[config.mk]
export PLATFORM = sky130hd
export DESIGN_NAME = instr_mem_loader
export DESIGN_NICKNAME = d
export VERILOG_FILES = /design/src/rtl/instr_mem_loader_pkg.sv /design/src/rtl/instr_mem_loader_word_packer.sv /design/src/rtl/instr_mem_loader.sv
export SDC_FILE = /design/constraint.sdc
export NUM_CORES = 1
export LEC_CHECK = 0
export ABC_AREA = 1
export BUFFER_PORTS_ARGS = -buffer_cell sky130_fd_sc_hd__buf_2
export CAP_MARGIN = 20
export CORE_MARGIN = 3
export CORE_UTILIZATION = 35
export DETAILED_ROUTE_END_ITERATION = 10
export PLACE_DENSITY = 0.53
export SYNTH_ARGS = -nofsm -noshare
export SYNTH_HDL_FRONTEND = slang
export SYNTH_SLANG_ARGS = --single-unit
[constraint.sdc]
create_clock -name clk_i -period 3.6 [get_ports clk_i]
set_input_delay 0.18 -clock clk_i [delete_from_list [all_inputs] [get_ports clk_i]]
set_output_delay 0.18 -clock clk_i [all_outputs]
set_load 0.01 [all_outputs]
[src/rtl/instr_mem_loader_pkg.sv]
// Shared definitions for the instruction memory loader: state encoding,
// word geometry and the byte-insertion helper used by the word packer.
package instr_mem_loader_pkg;

   typedef enum logic [1:0] {
      ST_IDLE = 2'd0,
      ST_FILL = 2'd1,
      ST_DONE = 2'd2
   } state_e;

   localparam int BYTES_PER_WORD      = 4;
   localparam int DEFAULT_DEPTH_WORDS = 32;

   // Places a byte into a word, byte 0 being the most significant lane.
   function automatic logic [31:0] insert_byte(input logic [31:0] word_in,
                                               input logic [7:0]  byte_in,
                                               input logic [1:0]  idx);
      logic [31:0] res;
      res = word_in;
      case (idx)
         2'd0:    res[31:24] = byte_in;
         2'd1:    res[23:16] = byte_in;
         2'd2:    res[15:8]  = byte_in;
         2'd3:    res[7:0]   = byte_in;
         default: res        = word_in;
      endcase
      return res;
   endfunction

endpackage

[src/rtl/instr_mem_loader_word_packer.sv]
// Assembles the big-endian byte stream into 32-bit words. The assembly
// register starts at zero, so a flushed partial word is zero padded in the
// low lanes without extra logic.
module word_packer
   import instr_mem_loader_pkg::*;
(
   input  logic        clk_i,
   input  logic        rst_i,
   input  logic        clear_i,
   input  logic        accept_i,
   input  logic        flush_i,
   input  logic [7:0]  byte_i,
   output logic        word_full_o,
   output logic        pending_o,
   output logic [31:0] word_o
);

   localparam logic [1:0] LAST_BYTE_IDX = 2'(BYTES_PER_WORD - 1);

   logic [1:0]  cnt_q, cnt_d;
   logic [31:0] asm_q, asm_d;
   logic [31:0] merged_s;

   // Merge the incoming byte and compute the next assembly state.
   always_comb begin
      merged_s    = insert_byte(asm_q, byte_i, cnt_q);
      word_full_o = accept_i && (cnt_q == LAST_BYTE_IDX);
      pending_o   = accept_i || (cnt_q != 2'd0);
      if (accept_i) begin
         word_o = merged_s;
      end else begin
         word_o = asm_q;
      end
      if (clear_i || flush_i || word_full_o) begin
         cnt_d = 2'd0;
         asm_d = 32'd0;
      end else if (accept_i) begin
         cnt_d = cnt_q + 2'd1;
         asm_d = merged_s;
      end else begin
         cnt_d = cnt_q;
         asm_d = asm_q;
      end
   end

   // Byte counter and assembly register.
   always_ff @(posedge clk_i) begin
      if (rst_i) begin
         cnt_q <= 2'd0;
         asm_q <= 32'd0;
      end else begin
         cnt_q <= cnt_d;
         asm_q <= asm_d;
      end
   end

endmodule

[src/rtl/instr_mem_loader.sv]
// Loads a program byte stream into the instruction memory one word at a
// time and holds the CPU until the load has completed.
module instr_mem_loader
   import instr_mem_loader_pkg::*;
#(
   parameter int          DEPTH_WORDS = DEFAULT_DEPTH_WORDS,
   parameter logic [31:0] BASE_ADDR   = 32'h0
) (
   input  logic        clk_i,
   input  logic        rst_i,
   input  logic        start_i,
   input  logic        finish_i,
   input  logic        byte_valid_i,
   input  logic [7:0]  byte_data_i,
   output logic        byte_ready_o,
   output logic        wr_en_o,
   output logic [31:0] wr_addr_o,
   output logic [31:0] wr_data_o,
   output logic [5:0]  word_cnt_o,
   output logic        done_o,
   output logic        cpu_hold_o
);

   localparam logic [5:0] LAST_WORD = 6'(DEPTH_WORDS - 1);

   state_e      state_q, state_d;
   logic [5:0]  word_cnt_q, word_cnt_d;
   logic        wr_en_q, wr_en_d;
   logic [31:0] wr_addr_q, wr_addr_d;
   logic [31:0] wr_data_q, wr_data_d;
   logic        accept_s, clear_s, flush_s;
   logic        word_full_s, pending_s;
   logic [31:0] word_s;

   // Handshake and packer control decoded from the current state.
   always_comb begin
      byte_ready_o = (state_q == ST_FILL);
      accept_s     = byte_valid_i && byte_ready_o;
      clear_s      = start_i && ((state_q == ST_IDLE) || (state_q == ST_DONE));
      flush_s      = finish_i && (state_q == ST_FILL);
   end

   word_packer u_packer (
      .clk_i       (clk_i),
      .rst_i       (rst_i),
      .clear_i     (clear_s),
      .accept_i    (accept_s),
      .flush_i     (flush_s),
      .byte_i      (byte_data_i),
      .word_full_o (word_full_s),
      .pending_o   (pending_s),
      .word_o      (word_s)
   );

   // Next-state logic, address counter and write strobe generation.
   always_comb begin
      state_d    = state_q;
      word_cnt_d = word_cnt_q;
      wr_en_d    = 1'b0;
      wr_addr_d  = wr_addr_q;
      wr_data_d  = wr_data_q;
      case (state_q)
         ST_IDLE, ST_DONE: begin
            if (start_i) begin
               state_d    = ST_FILL;
               word_cnt_d = 6'd0;
            end else begin
               state_d = state_q;
            end
         end
         ST_FILL: begin
            // A completed word and a flush of pending bytes share one write.
            if (word_full_s || (flush_s && pending_s)) begin
               wr_en_d    = 1'b1;
               wr_addr_d  = BASE_ADDR + {24'd0, word_cnt_q, 2'b00};
               wr_data_d  = word_s;
               word_cnt_d = word_cnt_q + 6'd1;
            end else begin
               wr_en_d = 1'b0;
            end
            if (flush_s || (word_full_s && (word_cnt_q == LAST_WORD))) begin
               state_d = ST_DONE;
            end else begin
               state_d = ST_FILL;
            end
         end
         default: begin
            state_d = ST_IDLE;
         end
      endcase
   end

   // State and output registers; reset also cancels a pending write.
   always_ff @(posedge clk_i) begin
      if (rst_i) begin
         state_q    <= ST_IDLE;
         word_cnt_q <= 6'd0;
         wr_en_q    <= 1'b0;
         wr_addr_q  <= 32'd0;
         wr_data_q  <= 32'd0;
      end else begin
         state_q    <= state_d;
         word_cnt_q <= word_cnt_d;
         wr_en_q    <= wr_en_d;
         wr_addr_q  <= wr_addr_d;
         wr_data_q  <= wr_data_d;
      end
   end

   assign wr_en_o    = wr_en_q;
   assign wr_addr_o  = wr_addr_q;
   assign wr_data_o  = wr_data_q;
   assign word_cnt_o = word_cnt_q;
   assign done_o     = (state_q == ST_DONE);
   assign cpu_hold_o = (state_q != ST_DONE);

endmodule

Yosys cells after proc, flatten, opt, wreduce, memory -nomap -nowiden. Index checks and enable logic that the tools add are counted.

Logic and storage cells: 52. Input port bits: 13. Register bits: 81.

Equal/unequal tests: 9. Bitwise gates (word level): 1. Reductions and logical operators: 21. Add/subtract/negate cells: 2. Muxes and demuxes: 12.

Operators by type and width (number): 32-bit two-way mux (1); 8-bit two-way mux (4); 6-bit two-way mux (2); 6-bit one-hot mux with 2 select lines (1); 6-bit by 1-bit adder with 6-bit output, second input constant (1); 2-bit equality test, second input constant (3); 6-bit by 5-bit equality test with 1-bit output, second input constant (1); 1-bit logical AND (6); 1-bit logical OR (6); 2-bit OR reduction (3); 2-bit by 1-bit equality test with 1-bit output, second input constant (2); 2-bit zero test (2); 2-bit two-way mux (2); 2-bit inequality test, second input constant (2); 2-bit one-hot mux with 2 select lines (1); 2-bit nonzero test (2); 3-bit AND reduction (1); 2-bit by 1-bit adder with 2-bit output, second input constant (1); 2-bit by 1-bit inequality test with 1-bit output, second input constant (1); 2-bit AND reduction (1); 1-bit two-way mux (1); 1-bit inverter (1).

Longest topological paths before layout. Gate-level depths: netlist of run 1.

Depth in word-level cells: 7. Gate-level depth with buffers: 10. Gate-level depth less buffers: 9.

Cells and area by module. Synthesis of run 1 repeated with hierarchy kept, for this count alone.

Cell total of the unflattened synthesis: 539. Area total of the unflattened synthesis: 3806.2 um^2.

Modules (own cells, without submodules): instr_mem_loader (sequential area each 940.9 um^2, cells an instance 264, instances 1, area an instance 2038.2 um^2); word_packer (sequential area each 680.7 um^2, cells an instance 275, instances 1, area an instance 1767.9 um^2).

Worst setup path after synthesis of run 1. OpenSTA, ideal clock, no wires.

Path kind: register to register. Start point: register u_packer.cnt_q[0]. End point: register wr_data_q[13], in the netlist wr_data_o[13]. Data required time: 3483 ps. Arrival time: 1385 ps. Setup time: 117 ps. Path buffers: 2. Cell stages (with the launch flop): 11. Slack: 2098 ps. Cells stage by stage: dfxtp_1 inv_1 ha_1 nand2_1 nand3_4 nand2_2 inv_2 buf_4 buf_4 nor2_1 nor2_1.

Cells in the longest elaborated chain, start to end: 5.

RTL lines: from (decl) (line instr_mem_loader_word_packer.sv:20) `logic [1:0] cnt_q, cnt_d;`; from (signal assigned) (line instr_mem_loader_word_packer.sv:52) `cnt_q <= cnt_d;`; 2-bit nonzero test (line instr_mem_loader_word_packer.sv:28) `pending_o = accept_i || (cnt_q != 2'd0);`; 1-bit logical OR (line instr_mem_loader_word_packer.sv:28); 1-bit logical AND (line instr_mem_loader.sv:73) `if (word_full_s || (flush_s && pending_s)) begin`; 1-bit logical OR (line instr_mem_loader.sv:73); 2-bit AND reduction (no source line); to (signal assigned) (line instr_mem_loader.sv:106) `wr_data_q <= wr_data_d;`; to (decl) (line instr_mem_loader.sv:30) `logic [31:0] wr_data_q, wr_data_d;`.

Parallel ways exist; a longest one is shown, timed or not. A chain may end at the register's enable or synchronous reset.

Final worst setup path of run 1.
Start point: register u_packer.cnt_q[0]. End point: register wr_data_q[6], in the netlist wr_data_o[6].

Same word-level chain as after synthesis.

==> results_dict.tcl, run 1 <==
set metrics [dict create \
    grt_max_degree 40 \
    power_density_mw_per_mm2 442 \
    min_period_over_period_pct 52.7 \
    initial_standard_cell_utilization_of_the_core_pct 36.4 \
    cp.required_ps 3880 \
    synth_top_cells_by_area "dfxtp_1 (48%), nand2_1 (13%), nor2_1 (8.5%)" \
    crit_path_max_fanout 39 \
    dp.final_hpwl_um 5450 \
    grt.overflow.total 0 \
    post-synth-top-area-fraction_pct 47.6 \
    num-fill-cells 1033 \
    tritoncts.num_buffers 9 \
    groute.usage.overall_pct 15.1 \
    r2r_cell_count 6 \
    slowest_cp_cell "dfxtp_1" \
    p_sw_share_pct 25.8 \
    hold_viol 0 \
    grt_pass1_wl_um 13300 \
    rows 35 \
    worst_path_largest_cell_delay_ps 390 \
    clk_pin_slew_ps 80 \
    relSlewSlack_pct 56.4 \
    status "finished clean" \
    clock_sinks 81 \
    critical_path.startpoint_type "flip-flop" \
    root_buffer "clkbuf_8" \
    synth-seq-area-share_pct 47.6 \
    routed_wl_um 8180 \
    post_drt_wl_per_cell_um 12.6 \
    fp.dieArea_mm2 0.0110 \
    fmax_mhz 527 \
    power.sequential.fraction_pct 53.9 \
    final-setup-viol-count 0 \
    netlist_area_mm2 0.00341 \
    post_route_cells_drive_above_1_share_pct 16.8 \
    hold_path_depth 3 \
    cts-resized-gates 0 \
    vias_per_cell 4.54 \
    synth_area_leader "dfxtp_1" \
    placeableCoreArea_mm2 0.00937 \
    ys.warnings.count 0 \
    end_kind "flip-flop" \
    logic_gate_share_of_total_power_pct 8.3 \
    final.setup.worst_slack_ps 1700 \
    min_path_type "input port to flip-flop" \
    die_y_um 105 \
    area_growth_syn_to_layout_pct 14.0 \
    layout.cells.most_common_list "nand2_1 (117), dfxtp_1 (81), nor2_1 (77)" \
    die_x_um 105 \
    p_sw_mw 0.443 \
    power_report.internal_total_mw 1.27 \
    grt_antenna_before_repair 0 \
    cts.path.max_buffers 2 \
    final_max_slew_viol_count 0 \
    timing_worst_setup_path_type "flip-flop to flip-flop" \
    final_common_cell "nand2_1" \
    dr_total_vias 2939 \
    synth.avg_cell_area_um2 7.44 \
    irDropWorstVdd_uv 174 \
    portBuffers 60 \
    firstDrtPassIters 4 \
    clk_latency_ps 360 \
    clkPwrFrac_pct 37.8 \
    dp_slack_ps 1680 \
    cts_max_level 3 \
    worstPathArrival_ps 2180 \
    insertedDiodeCount 0 \
    drt_iter0_drc 91 \
    antenna_left 0 \
    fin_setup_tns_ps 0 \
    p_leak_nw 1.85 \
    postSynthCellCount 458 \
    cp_cell_sequence "ha_1 -> nand4_2 -> nand2_2 -> buf_4 -> o21ai_0 -> nor2_1" \
    period_minus_slack_ps 1900 \
    postCtsSetupRepairBufs 0 \
    numnets_final 532 \
    yosys_register_bits 81 \
    place_congestion 0.745 \
    cts_hold_buf 0 \
    max_slew.worst_pin.slew_ps 654 \
    cap_violations 0 \
    first_global_vias 2675 \
    yosysUniqueCellTypes 26 \
    rsz0062_at_grt "no" \
    post_detailed_route_drc_marker_count 0 \
    cts_tree "yes" \
    timing.clock.skew_ps 17.2 \
    io_pins 87 \
]
synthesized netlist by cell type (all sizes together):
cell type,n
a21oi,46
a31oi,1
buf,36
clkbuf,8
clkinv,2
conb,1
dfxtp,81
ha,5
inv,16
nand2,118
nand3,7
nand4,8
nor2,80
o21ai,48
or2,1
metal layers:
layer | track usage (%) | wire [µm]
met1 | 19.2 | 3800
met2 | 24.7 | 3870
met3 | 3.09 | 360
met4 | 6.47 | 150
met5 | 0 | 0
power groups by stage:
stage | clock, mW | sequential [mW] | combinational, mW
floorplan | 0 | 0.953 | 0.104
global placement | 0 | 0.946 | 0.143
detailed placement | 0 | 0.947 | 0.143
CTS | 0.662 | 0.926 | 0.144
global route | 0.698 | 0.928 | 0.160
finish | 0.649 | 0.925 | 0.142
sequential cells by signal, indices dropped and copies added, names as in the netlist:
name and cells:
state_q 2, u_packer.asm_q 32, u_packer.cnt_q 2, word_cnt_o 6, wr_addr_o 6, wr_data_o 32, wr_en_o 1
worst max-delay path, delay by kind of cell, from the launching register on:
kind / cells / cell delay, ps
compound gates: 1 / 150
fa+ha+maj: 1 / 190
flops: 1 / 390
buf+inv: 1 / 370
simple gates: 3 / 730
stage by stage:
| stage | instances | hold slack [ps] | power (mW) | area, µm² | util [%] |
|---|---|---|---|---|---|
| after global routing | 647 | 163 | 1.79 | 3880 | 41.5 |
| after global placement | 632 | 448 | 1.09 | 3700 | 39.5 |
| final | 647 | 159 | 1.72 | 3880 | 41.5 |
| after floorplan | 483 | 249 | 1.06 | 3500 | - |
| after CTS | 647 | 149 | 1.73 | 3880 | 41.5 |
| after detailed placement | 632 | 452 | 1.09 | 3700 | 39.5 |
cell type report:
type                            instances  area [µm²]  share of cell area [%]
Clock buffer                           10         128                    3.29
Clock inverter                          5        57.6                    1.48
Inverter                               18        67.6                    1.74
Multi-Input combinational cell        340        1520                    39.1
Sequential cell                        81        1620                    41.7
Tap cell                              129         161                    4.15
Timing Repair Buffer                   64         330                    8.50
cells by family (layout without fill, tap and decap cells):
group | count (synthesis) | count (layout) | share of synthesized area (%)
fa+ha+maj | 5 | 5 | 1.84
simple gates | 214 | 214 | 25.9
other cells | 1 | 26 | 0.110
buf+inv | 62 | 97 | 10.6
compound gates | 95 | 95 | 14.0
flops | 81 | 81 | 47.6
path summary, 6_finish.rpt:
path | from | endpoint | slack (ps)
setup / recovery | u_packer.cnt_q[0] | wr_data_o[6] | 1700
hold reg to reg | wr_addr_o[4] | wr_addr_o[4] | 460
setup reg to reg | u_packer.cnt_q[0] | wr_data_o[6] | 1700
hold / removal | start_i | state_q[1] | 160
(Power assumes the default switching activity.)
==> inputs of run 2 (changes only) <==
--- a/config.mk
+++ b/config.mk
@@ -5,7 +5,7 @@
 export SDC_FILE = /design/constraint.sdc
 export NUM_CORES = 1
 export LEC_CHECK = 0
-export ABC_AREA = 1
+export ABC_AREA = 0
 export BUFFER_PORTS_ARGS = -buffer_cell sky130_fd_sc_hd__buf_2
 export CAP_MARGIN = 20
 export CORE_MARGIN = 3
==> constraint.sdc (replaced) <==
create_clock -name clk_i -period 2 [get_ports clk_i]
set_input_delay 0.1 -clock clk_i [delete_from_list [all_inputs] [get_ports clk_i]]
set_output_delay 0.1 -clock clk_i [all_outputs]
set_load 0.01 [all_outputs]
==> run 2 against run 1 <==
  * Fmax rose by 5.8%
  * Synthesized cell count down 23%
  * Worst hold slack worse by 130 ps
  * Combinational power grew 83%
  * Largest power group unchanged
==> results_dict.tcl, run 2 <==
set metrics [dict create \
    layout.cells.most_common_list "dfxtp_1 (81), nor2_1 (71), buf_2 (60)" \
    portBuffers 60 \
    insertedDiodeCount 0 \
    power.sequential.fraction_pct 50.3 \
    synth.cells.most_frequent "dfxtp_1 (81), nor2_1 (71), buf_4 (32)" \
    postSynthCellCount 353 \
    logic_gate_share_of_total_power_pct 7.9 \
    timing_worst_setup_path_type "flip-flop to flip-flop" \
    fp.dieArea_mm2 0.0106 \
    hold_viol 0 \
    first_global_vias 2351 \
    groute.usage.overall_pct 14.6 \
    p_leak_nw 1.70 \
    num-fill-cells 918 \
    synth-async-reset-ratio_pct 0 \
    yosys_register_bits 81 \
    area_growth_syn_to_layout_pct 16.2 \
    die_y_um 103 \
    fin_setup_tns_ps 0 \
    yosysUniqueCellTypes 37 \
    cp.required_ps 2260 \
    antenna_left 0 \
    clk_latency_ps 350 \
    synth-seq-area-share_pct 49.2 \
    vias_per_cell 4.89 \
    placed_cell_area_mm2 0.00360 \
    netlist_area_mm2 0.00330 \
    synth_top_cells_by_area "dfxtp_1 (49%), nor2_1 (8.1%), mux2i_1 (7.3%)" \
    cap_violations 0 \
    p_sw_share_pct 24.0 \
    power_report.internal_total_mw 2.51 \
    clk_pin_slew_ps 80 \
    power_density_mw_per_mm2 861 \
    p_sw_mw 0.793 \
    period_minus_slack_ps 1790 \
    end_kind "flip-flop" \
    final-setup-viol-count 0 \
    clkPwrFrac_pct 41.8 \
    dr_total_vias 2554 \
    worstPathArrival_ps 2060 \
    synth_area_leader "dfxtp_1" \
    routed_wl_um 7650 \
    rsz0062_at_grt "no" \
    initial_standard_cell_utilization_of_the_core_pct 36.9 \
    firstDrtPassIters 4 \
    timing.clock.skew_ps 7.54 \
    post_synth_edffs 0 \
    post_drt_wl_per_cell_um 14.6 \
    dp.final_hpwl_um 5070 \
    ys.warnings.count 0 \
    worst-r2r-setup-slack_ps 210 \
    rows 34 \
    min_period_over_period_pct 89.7 \
    place_congestion 0.725 \
    fmax_mhz 557 \
    grt_pass1_wl_um 11900 \
    clock_sinks 81 \
    root_buffer "clkbuf_8" \
    synth.avg_cell_area_um2 9.34 \
    numnets_final 427 \
    cts_tree "yes" \
    dp.cells 506 \
    grt.overflow.total 0 \
    tritoncts.num_buffers 9 \
    crit_path_max_fanout 52 \
    post_route_cells_drive_above_1_share_pct 22.5 \
    min_path_type "input port to flip-flop" \
    cts_max_level 3 \
    io_pins 87 \
    synth.most_common_cell "dfxtp_1" \
    max_slew.worst_pin.slew_ps 528 \
    grt_max_degree 53 \
    postSynth.topFlopCell "dfxtp_1" \
    drt_iter0_drc 72 \
    final_max_slew_viol_count 0 \
    cts.path.max_buffers 2 \
    postCtsSetupRepairBufs 0 \
    post_detailed_route_drc_marker_count 0 \
    placeableCoreArea_mm2 0.00893 \
    irDropWorstVdd_uv 330 \
    die_x_um 103 \
    status "finished clean" \
    grt_antenna_before_repair 0 \
    critical_path.startpoint_type "flip-flop" \
    post-synth-top-area-fraction_pct 49.2 \
    layout.cells.non_filler 522 \
    post-route-cell-area_mm2 0.00383 \
    relSlewSlack_pct 64.8 \
    final_common_cell "dfxtp_1" \
]
-- run 2: changes by cell type in the layout (fill, tap and decap cells not counted), moves of 4 or more --
cell / before / now
inv_1: 14 / 8
o21ai_0: 44 / 0
nand2_1: 117 / 26
a311oi_1: 0 / 8
nor2_1: 77 / 71
a21oi_1: 46 / 14
a211oi_1: 0 / 24
o21ai_1: 4 / 0
mux2i_1: 0 / 24
-- run 2: timing repair --
item	in CTS	in global routing
hold endpoints to repair	0	0
gates resized for setup	0	1
setup endpoints to repair	0	22
hold buffers	0	0
-- run 2: cell families after synthesis --
family          count (synthesis)  synth area share [%]
simple gates                  128                  17.6
flops                          81                  49.2
compound gates                 57                  12.9
buf+inv                        57                  11.0
mux                            24                  7.29
fa+ha+maj                       5                  1.90
other cells                     1                 0.114
-- run 2: worst paths after layout --
check	cells past startpoint	endpoint	startpoint
max	7	wr_data_o[7]	u_packer.cnt_q[0]
min	3	state_q[0]	start_i
max reg2reg	7	wr_data_o[7]	u_packer.cnt_q[0]
min reg2reg	2	u_packer.asm_q[5]	u_packer.asm_q[5]
-- run 2: area by class of cell --
cell class	count	area, µm²	area share [%]
Clock buffer	12	155	4.05
Clock inverter	4	73.8	1.93
Inverter	8	30.0	0.784
Multi-Input combinational cell	240	1410	36.8
Sequential cell	81	1620	42.3
Tap cell	108	135	3.53
Timing Repair Buffer	69	405	10.6
-- run 2: worst max-delay path, cell delays in order, from the launching register on --
cell and delay [ps]:
dfxtp_1 410, inv_1 80, ha_1 230, nor2b_2 200, o211a_2 240, buf_12 230
nor2_1 70, a311oi_1 230
-- run 2: routing by layer --
metal  part of all wire [%]  GRT usage [%]  vias to the layer above
met5                      0              0                        -
met3                    4.7           3.11                       14
met4                    1.7           6.37                        0
met1                     49           19.3                     1206
li1                       -              -                     1276
met2                     45           22.8                       58
-- run 2: power by group through the flow --
stage | registers (mW) | logic [mW] | clock network [mW]
3_3_place_gp | 1.70 | 0.258 | 0
3_5_place_dp | 1.70 | 0.262 | 0
6_report | 1.66 | 0.260 | 1.38
5_1_grt | 1.66 | 0.289 | 1.46
2_1_floorplan | 1.71 | 0.197 | 0
4_1_cts | 1.66 | 0.263 | 1.41
-- run 2: stage by stage --
stage / setup slack (ps) / hold slack [ps] / utilization, % / total power, mW
2_1_floorplan: 288 / 233 / - / 1.90
3_3_place_gp: 182 / 381 / 40.3 / 1.96
3_5_place_dp: 125 / 385 / 40.3 / 1.96
4_1_cts: 87.1 / 3.91 / 42.8 / 3.34
5_1_grt: 4.24 / 32.7 / 42.9 / 3.41
6_report: 205 / 32.6 / 42.9 / 3.30
